$ cat config.mk
export PLATFORM = sky130hd
export DESIGN_NAME = morse_sequencer
export DESIGN_NICKNAME = d
export VERILOG_FILES = /design/src/rtl/morse_pkg.sv /design/src/rtl/morse_unit_counter.sv /design/src/rtl/morse_sequencer.sv
export SDC_FILE = /design/constraint.sdc
export NUM_CORES = 1
export LEC_CHECK = 0
export CAP_MARGIN = 20
export CORE_ASPECT_RATIO = 1.4
export CORE_MARGIN = 2
export CORE_UTILIZATION = 61
export CTS_BUF_LIST = sky130_fd_sc_hd__clkbuf_8
export DETAILED_ROUTE_END_ITERATION = 10
export HOLD_SLACK_MARGIN = 0.12
export MAX_ROUTING_LAYER = met4
export PLACE_DENSITY = 0.82
export RECOVER_POWER = 100
export SLEW_MARGIN = 20
export SYNTH_ARGS = -nofsm -noshare
export SYNTH_HDL_FRONTEND = slang
export SYNTH_SLANG_ARGS = --single-unit
$ cat constraint.sdc
create_clock -name clk -period 2.6 [get_ports clk]
set_input_delay 0.52 -clock clk [delete_from_list [all_inputs] [get_ports clk]]
set_output_delay 0.52 -clock clk [all_outputs]
set_load 0.01 [all_outputs]
$ cat src/rtl/morse_pkg.sv
// Shared types, character codes and the Morse pattern decoder for morse_sequencer.
package morse_pkg;

  typedef enum logic [1:0] {ST_IDLE, ST_PRESS, ST_GAP, ST_COMMIT} morse_state_e;

  localparam logic [5:0] CODE_NONE = 6'b111111;

  localparam logic [5:0] CODE_0 = 6'd0, CODE_1 = 6'd1, CODE_2 = 6'd2, CODE_3 = 6'd3,
                         CODE_4 = 6'd4, CODE_5 = 6'd5, CODE_6 = 6'd6, CODE_7 = 6'd7,
                         CODE_8 = 6'd8, CODE_9 = 6'd9;

  localparam logic [5:0] CODE_A = 6'd10, CODE_B = 6'd11, CODE_C = 6'd12, CODE_D = 6'd13,
                         CODE_E = 6'd14, CODE_F = 6'd15, CODE_G = 6'd16, CODE_H = 6'd17,
                         CODE_I = 6'd18, CODE_J = 6'd19, CODE_K = 6'd20, CODE_L = 6'd21,
                         CODE_M = 6'd22, CODE_N = 6'd23, CODE_O = 6'd24, CODE_P = 6'd25,
                         CODE_Q = 6'd26, CODE_R = 6'd27, CODE_S = 6'd28, CODE_T = 6'd29,
                         CODE_U = 6'd30, CODE_V = 6'd31, CODE_W = 6'd32, CODE_X = 6'd33,
                         CODE_Y = 6'd34, CODE_Z = 6'd35;

  // bits are right-aligned: the first element keyed sits at bit len-1, 1 = dash
  function automatic logic [5:0] morse_decode(input logic [2:0] len, input logic [4:0] bits);
    logic [5:0] code;
    code = CODE_NONE;
    case (len)
      3'd1: code = bits[0] ? CODE_T : CODE_E;
      3'd2:
        case (bits[1:0])
          2'b00: code = CODE_I;
          2'b01: code = CODE_A;
          2'b10: code = CODE_N;
          default: code = CODE_M;
        endcase
      3'd3:
        case (bits[2:0])
          3'b000: code = CODE_S;
          3'b001: code = CODE_U;
          3'b010: code = CODE_R;
          3'b011: code = CODE_W;
          3'b100: code = CODE_D;
          3'b101: code = CODE_K;
          3'b110: code = CODE_G;
          default: code = CODE_O;
        endcase
      3'd4:
        case (bits[3:0])
          4'b0000: code = CODE_H;
          4'b0001: code = CODE_V;
          4'b0010: code = CODE_F;
          4'b0100: code = CODE_L;
          4'b0110: code = CODE_P;
          4'b0111: code = CODE_J;
          4'b1000: code = CODE_B;
          4'b1001: code = CODE_X;
          4'b1010: code = CODE_C;
          4'b1011: code = CODE_Y;
          4'b1100: code = CODE_Z;
          4'b1101: code = CODE_Q;
          default: code = CODE_NONE;
        endcase
      3'd5:
        case (bits)
          5'b11111: code = CODE_0;
          5'b01111: code = CODE_1;
          5'b00111: code = CODE_2;
          5'b00011: code = CODE_3;
          5'b00001: code = CODE_4;
          5'b00000: code = CODE_5;
          5'b10000: code = CODE_6;
          5'b11000: code = CODE_7;
          5'b11100: code = CODE_8;
          5'b11110: code = CODE_9;
          default: code = CODE_NONE;
        endcase
      default: code = CODE_NONE;
    endcase
    return code;
  endfunction

endpackage

$ cat src/rtl/morse_unit_counter.sv
// Tick-enabled saturating unit counter with synchronous clear; o_count_eff already
// includes the current cycle's tick so the caller can decide on it in the same cycle.
module morse_unit_counter #(
  parameter int WIDTH = 2
) (
  input  logic             clk,
  input  logic             reset,
  input  logic             i_clr,
  input  logic             i_tick,
  output logic [WIDTH-1:0] o_count_eff
);

  logic [WIDTH-1:0] r_count;
  logic             w_sat;

  assign w_sat       = &r_count;
  assign o_count_eff = (i_tick && !w_sat) ? r_count + 1'b1 : r_count;

  always_ff @(posedge clk or negedge reset) begin
    if (!reset)     r_count <= '0;
    else if (i_clr) r_count <= '0;
    else            r_count <= o_count_eff;
  end

endmodule

$ cat src/rtl/morse_sequencer.sv
// Telegraph key to character code sequencer. Define MORSE_AUTOCLEAR_EN to blank the
// displayed code after CLEAR_UNITS idle ticks following a commit.
//
// state     | meaning
// ----------+-------------------------------------------------------------
// ST_IDLE   | no letter in progress, waiting for key
// ST_PRESS  | key held, counting press duration
// ST_GAP    | key released, counting idle ticks toward end of letter
// ST_COMMIT | decoded code presented with code_valid, buffer clears on exit
module morse_sequencer #(
  parameter int DASH_UNITS  = 2,
  parameter int GAP_UNITS   = 3,
  parameter int CLEAR_UNITS = 15
) (
  input  logic       clk,
  input  logic       reset,
  input  logic       key,
  input  logic       tick,
  output logic [5:0] state,
  output logic       code_valid,
  output logic       busy
);
  import morse_pkg::*;

  localparam int CNT_MAX = (DASH_UNITS > GAP_UNITS) ? DASH_UNITS : GAP_UNITS;
  localparam int CNT_W   = $clog2(CNT_MAX + 1);
  localparam logic [CNT_W-1:0] DASH_CNT = CNT_W'(DASH_UNITS);
  localparam logic [CNT_W-1:0] GAP_CNT  = CNT_W'(GAP_UNITS);

  if (DASH_UNITS < 1 || GAP_UNITS < 1 || CLEAR_UNITS < 1) begin : g_bad_param
    $error("morse_sequencer: unit parameters must be at least 1");
  end

  morse_state_e     r_fsm;
  logic [4:0]       r_bits;
  logic [2:0]       r_len;
  logic             r_ovf;
  logic [5:0]       r_state;
  logic             r_valid;
  logic             r_busy;
  logic [CNT_W-1:0] w_cnt;
  logic             w_cnt_clr;
  logic             w_gap_done;
  logic             w_is_dash;

`ifdef MORSE_AUTOCLEAR_EN
  localparam int CLR_W = $clog2(CLEAR_UNITS + 1);
  logic [CLR_W-1:0] r_clr_cnt;
  logic             r_clr_armed;
`endif

  assign w_gap_done = (w_cnt >= GAP_CNT);
  assign w_is_dash  = (w_cnt >= DASH_CNT);

  // counter restarts on every state entry so a tick on the exit cycle stays with the old state
  always_comb begin
    w_cnt_clr = 1'b1;
    case (r_fsm)
      ST_PRESS: w_cnt_clr = !key;
      ST_GAP:   w_cnt_clr = key || w_gap_done;
      default:  w_cnt_clr = 1'b1;
    endcase
  end

  morse_unit_counter #(.WIDTH(CNT_W)) u_unit_cnt (
    .clk         (clk),
    .reset       (reset),
    .i_clr       (w_cnt_clr),
    .i_tick      (tick),
    .o_count_eff (w_cnt)
  );

  always_ff @(posedge clk or negedge reset) begin
    if (!reset) begin
      r_fsm       <= ST_IDLE;
      r_bits      <= '0;
      r_len       <= '0;
      r_ovf       <= 1'b0;
      r_state     <= CODE_NONE;
      r_valid     <= 1'b0;
      r_busy      <= 1'b0;
`ifdef MORSE_AUTOCLEAR_EN
      r_clr_cnt   <= '0;
      r_clr_armed <= 1'b0;
`endif
    end else begin
      r_valid <= 1'b0;
      case (r_fsm)
        ST_IDLE:
          if (key) begin
            r_fsm  <= ST_PRESS;
            r_busy <= 1'b1;
          end
        ST_PRESS:
          if (!key) begin
            r_fsm <= ST_GAP;
            if (r_len == 3'd5) begin
              r_ovf <= 1'b1;
            end else begin
              r_bits <= {r_bits[3:0], w_is_dash};
              r_len  <= r_len + 3'd1;
            end
          end
        ST_GAP:
          if (key) begin
            r_fsm <= ST_PRESS;
          end else if (w_gap_done) begin
            r_fsm   <= ST_COMMIT;
            r_state <= r_ovf ? CODE_NONE : morse_decode(r_len, r_bits);
            r_valid <= 1'b1;
          end
        ST_COMMIT: begin
          r_fsm  <= ST_IDLE;
          r_busy <= 1'b0;
          r_bits <= '0;
          r_len  <= '0;
          r_ovf  <= 1'b0;
        end
        default: begin
          r_fsm  <= ST_IDLE;
          r_busy <= 1'b0;
        end
      endcase
`ifdef MORSE_AUTOCLEAR_EN
      if (r_fsm == ST_GAP && !key && w_gap_done) begin
        r_clr_armed <= 1'b1;
        r_clr_cnt   <= '0;
      end else if (r_fsm != ST_IDLE || key) begin
        r_clr_cnt <= '0;
      end else if (r_clr_armed && tick) begin
        if (r_clr_cnt == CLR_W'(CLEAR_UNITS - 1)) begin
          r_state     <= CODE_NONE;
          r_clr_armed <= 1'b0;
          r_clr_cnt   <= '0;
        end else begin
          r_clr_cnt <= r_clr_cnt + 1'b1;
        end
      end
`endif
    end
  end

  assign state      = r_state;
  assign code_valid = r_valid;
  assign busy       = r_busy;

endmodule

Yosys cells after proc, flatten, opt, wreduce, memory -nomap -nowiden
Memory sizes are Yosys's and may differ from the RTL's.
Cells that the tools add are included.
Word-level totals
  bits in registers: 21
  memories kept: 2
  ROM bits: 288
  bits of input ports: 4
  word-level logic and storage cells: 78
Operators by class
  multiplexer cells: 27
  reduce and logical (&&, ||, !) cells: 15
  bitwise gates (word level): 1
  order comparisons: 2
  eq/ne operators: 21
  add/subtract/negate cells: 2
Memories
  (no name shown): words 32, width 6, read ports 1, clocked after memory_dff 0, write ports 0, line morse_pkg.sv:61  | case (bits)
  (no name shown): words 16, width 6, read ports 1, clocked after memory_dff 0, write ports 0, line morse_pkg.sv:45  | case (bits[3:0])
Operator list (count)
  one-hot mux 6 bit (7 select lines): 1
  one-hot mux 6 bit (5 select lines): 1
  == test 3 bit (second input constant): 5
  2-to-1 mux 5 bit: 3
  one-hot mux 5 bit (3 select lines): 1
  == test 3 x 2 -> 1 bit (second input constant): 4
  2-to-1 mux 2 bit: 6
  AND reduction 3 bit: 4
  one-hot mux 5 bit (2 select lines): 1
  inequality test 2 bit (second input constant): 4
  one-hot mux 2 bit (4 select lines): 1
  == test 2 bit (second input constant): 3
  == test 3 x 1 -> 1 bit (second input constant): 2
  2-to-1 mux 1 bit: 6
  2-to-1 mux 3 bit: 2
  2-to-1 mux 6 bit: 1
  one-hot mux 1 bit (2 select lines): 3
  one-hot mux 3 bit (2 select lines): 1
  == test 2 x 1 -> 1 bit (second input constant): 2
  greater-or-equal comparator 2 bit (second input constant): 2
  logical NOT 2 bit: 2
  AND reduction 2 bit: 2
  nonzero test 2 bit: 2
  adder 3 x 1 -> 3 bit (second input constant): 1
  7 further kinds: 8

Longest topological paths before layout
Gate-level depths: netlist of run 1.
  depth in word-level cells: 8
  gate-level depth with buffers: 9
  gate-level depth less buffers: 7

By module
From an unflattened synthesis of run 1, not the netlist that was laid out.
Unflattened totals
  cells, all modules: 194
  area total of the unflattened synthesis: 1737.9 µm²
Modules (own cells, without submodules)
  morse_sequencer: cells an instance 181, area each 1576.5 µm², times used 1
  morse_unit_counter: cells an instance 13, area each 161.4 µm², times used 1

Worst setup path after synthesis of run 1
Ideal clock, no wire load.
  kind: register -> register
  from: register r_bits[1]
  to: register r_state[3], in the netlist state[3]
  stages on the path, launching flop included: 10
  clock period less this slack: 1.988 ns
  arrival: 1.898 ns
  path slack: 0.612 ns
  cells stage by stage: dfrtp_1 > clkbuf_1 > inv_1 > ha_1 > clkbuf_1 > or3_1 > nand4_1 > o311ai_0 > a311oi_1 > a31oi_1
Between the ends
  cells in the longest elaborated chain, start to end: 4
  elaborated cells between the ends (all ways): 16
  those cells by class: eq/ne: 8; mux: 4; reduce/logical: 2; memory: 2
RTL lines
  start: declaration: line morse_sequencer.sv:35  | logic [4:0] r_bits;
  start signal: assignment: line morse_sequencer.sv:100  | r_bits <= {r_bits[3:0], w_is_dash};
  branches (longest 2 deep; another with memory read (32 x 6 bit))
  one-hot mux 6 bit (5 select lines) *: line morse_pkg.sv:24  | case (len)
  2-to-1 mux 6 bit *: line morse_sequencer.sv:109  | r_state <= r_ovf ? CODE_NONE : morse_decode(r_len, r_bits);
  end signal: assignment: line morse_sequencer.sv:109
  end: declaration: line morse_sequencer.sv:38  | logic [5:0] r_state;
Every way passes the cells marked *.
A chain may end at the register's enable or synchronous reset.

Worst setup path in the final report of run 1
  from: register r_bits[0]
  to: register r_state[4], in the netlist state[4]
The elaborated chain is that of the path after synthesis.

==> flow_metrics.env, run 1 <==
export IMPL_antenna_found_initial=0
export IMPL_drt_wl_total_um=3958
export IMPL_crit_required_ns=2.79
export IMPL_synth_edf_count=0
export IMPL_hold_viol=0
export IMPL_holdCritStartpoint="state[0]"
export IMPL_place_hpwl_um=3163
export IMPL_ys_flop_type="dfrtp_1"
export IMPL_crit_path_top_delay_cell="o311ai_0"
export IMPL_regToRegSetupSlack_ns=0.30
export IMPL_grt_ovfl_total=0
export IMPL_final_util=0.7033
export IMPL_grt_pass1_vias=1472
export IMPL_crit_family="compound AO/OA/AOI/OAI gates"
export IMPL_grt_max_degree=22
export IMPL_total_power_uw=1806
export IMPL_seq_area_frac_synth=0.3189
export IMPL_peakVddDrop_uv=622.9
export IMPL_period_needed_ns=2.299
export IMPL_finClkSkew_ns=0.001354
export IMPL_post_cts_buffers=0
export IMPL_dp_cells=243
export IMPL_p_seq_frac=0.339
export IMPL_hp_class="reg -> reg"
export IMPL_tns_ns=0
export IMPL_final_antenna_net_count=0
export IMPL_synth_area_leaders="dfrtp_1 (22%), ha_1 (12%), dfstp_2 (9.4%)"
export IMPL_worstSetupEndpointType="register"
export IMPL_cts_max_level=1
export IMPL_yosysTopAreaCellShare=0.2246
export IMPL_status="finished, final reports clean"
export IMPL_cts_tree="yes"
export IMPL_synth_top_area_cell="dfrtp_1"
export IMPL_path_class="reg -> reg"
export IMPL_maxSlewViolCount=0
export IMPL_slew_headroom=0.2585
export IMPL_n_antenna_cell=0
export IMPL_ys_seq_elements=21
export IMPL_r2r_end="state[4]"
export IMPL_combPwrFrac=0.546
export IMPL_finalSetupViolations=0
export IMPL_postSynthCellCount=202
export IMPL_switching_share=0.4448
export IMPL_initial_utilization=0.6392
export IMPL_cap_violations=0
export IMPL_fp_dieH_um=65.94
export IMPL_arrival_ns=2.49
export IMPL_worst_path_buf_inv=1
export IMPL_area_growth_pct=10.03
export IMPL_p_sw_uw=803.5
export IMPL_grt_pass1_wl_um=6506
export IMPL_via_per_inst=6.113
export IMPL_synthTopCellsByCount="nand2_1 (20), a21oi_1 (19), nor2_1 (17)"
export IMPL_cp_max_fo=10
export IMPL_hold_buffers=0
export IMPL_wl_per_cell_um=16.02
export IMPL_fin_cells=247
export IMPL_nNetsFinal=232
export IMPL_powerDensity_nw_per_um2=982.2
export IMPL_ys_types=46
export IMPL_clk_path_buf_depth=2
export IMPL_max_stage_delay_ns=0.69
export IMPL_async_reset_ff_frac=1.000
export IMPL_fp_dieW_um=48.24
export IMPL_reg2regPathDepth=6
export IMPL_layout_drive_gt1_share=0.08057
export IMPL_ys_warn_count=0
export IMPL_clock_sinks=21
export IMPL_worstHoldEndpoint="state[0]"
export IMPL_synth_area_sq_um=1672
export IMPL_power_leakage_uw=0.0007667
export IMPL_track_usage=0.2911
export IMPL_drtPass1Iterations=4
export IMPL_avgSynthCellArea_sq_um=8.275
export IMPL_place_gp_congestion=0.9624
export IMPL_whs_ns=0.5068
export IMPL_clockRootBuffer="clkbuf_8"
export IMPL_p_clk_frac=0.115
export IMPL_fmax_ghz=0.4350
export IMPL_numCtsBuffers=3
export IMPL_rsz0062_at_grt="no"
export IMPL_design_die_area_sq_um=3181
export IMPL_drc=0
export IMPL_cts_resized=0
export IMPL_port_buffers=11
export IMPL_hold_depth=2
export IMPL_core_area_sq_um=2615
export IMPL_reg2reg_from="r_bits[0]"
export IMPL_start_kind="register"
export IMPL_path_clk_slew_ns=0.07
export IMPL_crit_chain="inv_1, ha_1, a21oi_1, o311ai_0, o2111ai_1, o32a_1"
export IMPL_p_int_uw=1003
export IMPL_tightestPinTransition_ns=1.112
export IMPL_drt_iter0_drc=39
export IMPL_num_rows=22
export IMPL_clock_latency_ns=0.26
export IMPL_vias=1510
export IMPL_pin_count=12
export IMPL_post_route_period_util=0.8841
export IMPL_yosysMostFrequentCell="nand2_1"
export IMPL_synth_nets=222
## power by group through the flow
stage / clock network (uW) / registers [uW] / logic, uW
after floorplan: 0 / 608 / 663
after global placement: 0 / 607 / 975
after detailed placement: 0 / 622 / 1000
after CTS: 210 / 615 / 1010
after global routing: 221 / 630 / 1090
final: 207 / 613 / 986
## worst min-delay path, stage by stage (launching register included)
cell and delay [ns]:
dfstp_2 0.37, nor2_1 0.09, a21oi_1 0.05
## metrics by stage
step                      instance area [sq um]  worst slack, ns
after floorplan                            1672           0.6123
after global placement                     1798           0.3521
after detailed placement                   1798           0.3021
after CTS                                  1843           0.3808
after global routing                       1839           0.2609
final                                      1839           0.3012
## state kept, by name (all words and copies together), names as in the netlist
register / count
u_unit_cnt.r_count: 2
r_fsm: 2
r_bits: 5
busy: 1
code_valid: 1
r_len: 3
state: 6
r_ovf: 1
## worst max path at each step
stage / slack (ns) / from / endpoint / cells past startpoint
2_1_floorplan: 0.61 / r_bits[1] / state[3] / 9
3_3_place_gp: 0.35 / tick / state[4] / 6
3_5_place_dp: 0.30 / tick / state[4] / 6
4_1_cts: 0.38 / r_bits[0] / state[0] / 5
5_1_grt: 0.26 / r_bits[0] / state[4] / 6
6_report: 0.30 / r_bits[0] / state[4] / 6
## layout by cell type (no fill, tap or decap), types with 2 or more instances in the layout
cell type      count
mux2i_1            6
nor2b_1            3
a31oi_1            6
o31a_1             2
a21oi_1           19
dfstp_2            6
nor2_1            17
dfrtp_1           15
dlygate4sd3_1     10
o311ai_0           3
nand2b_1           6
a22o_1             2
ha_1              16
and3_1             3
or3_1              3
o22ai_1            2
nor3_1             3
and2_1             2
o32a_1             2
inv_1             14
or2_2              2
buf_4              4
o31ai_1            2
clkbuf_8           3
nand2_1           20
o21ai_0           16
nand3_1            5
## per-layer routing
layer / share of wire / global-route usage / up-vias
met5: 0 / - / -
met4: 0.030 / 0.1149 / 0
met3: 0.032 / 0.01913 / 10
met2: 0.54 / 0.5016 / 41
met1: 0.40 / 0.3327 / 722
li1: - / - / 737
## cell type report
class,count,area [sq um]
repair buffers,16,143.9
multi-input cells,157,1023
clock buffers,3,41.29
well taps,36,45.04
inverters,13,48.80
fillers,211,775.7
flip-flops and latches,21,533.0
clock inverters,1,3.754
## cells by family after synthesis
logic type,share of synthesized area
adder cells (fa/ha/maj),0.1198
AO/OA/AOI/OAI,0.2380
AND/OR/NAND/NOR,0.2014
buffers and inverters,0.06886
XOR/XNOR,0.01048
flip-flops,0.3189
multiplexers,0.04267
No activity file was read; power rests on OpenSTA's default activity.
==> run 2, diff against run 1 <==
--- a/config.mk
+++ b/config.mk
@@ -19,3 +19,4 @@
 export SYNTH_ARGS = -nofsm -noshare
 export SYNTH_HDL_FRONTEND = slang
 export SYNTH_SLANG_ARGS = --single-unit
+export TNS_END_PERCENT = 100
==> results of run 2 <==
The final DEF is identical to that of run 1; final timing and power are the same.
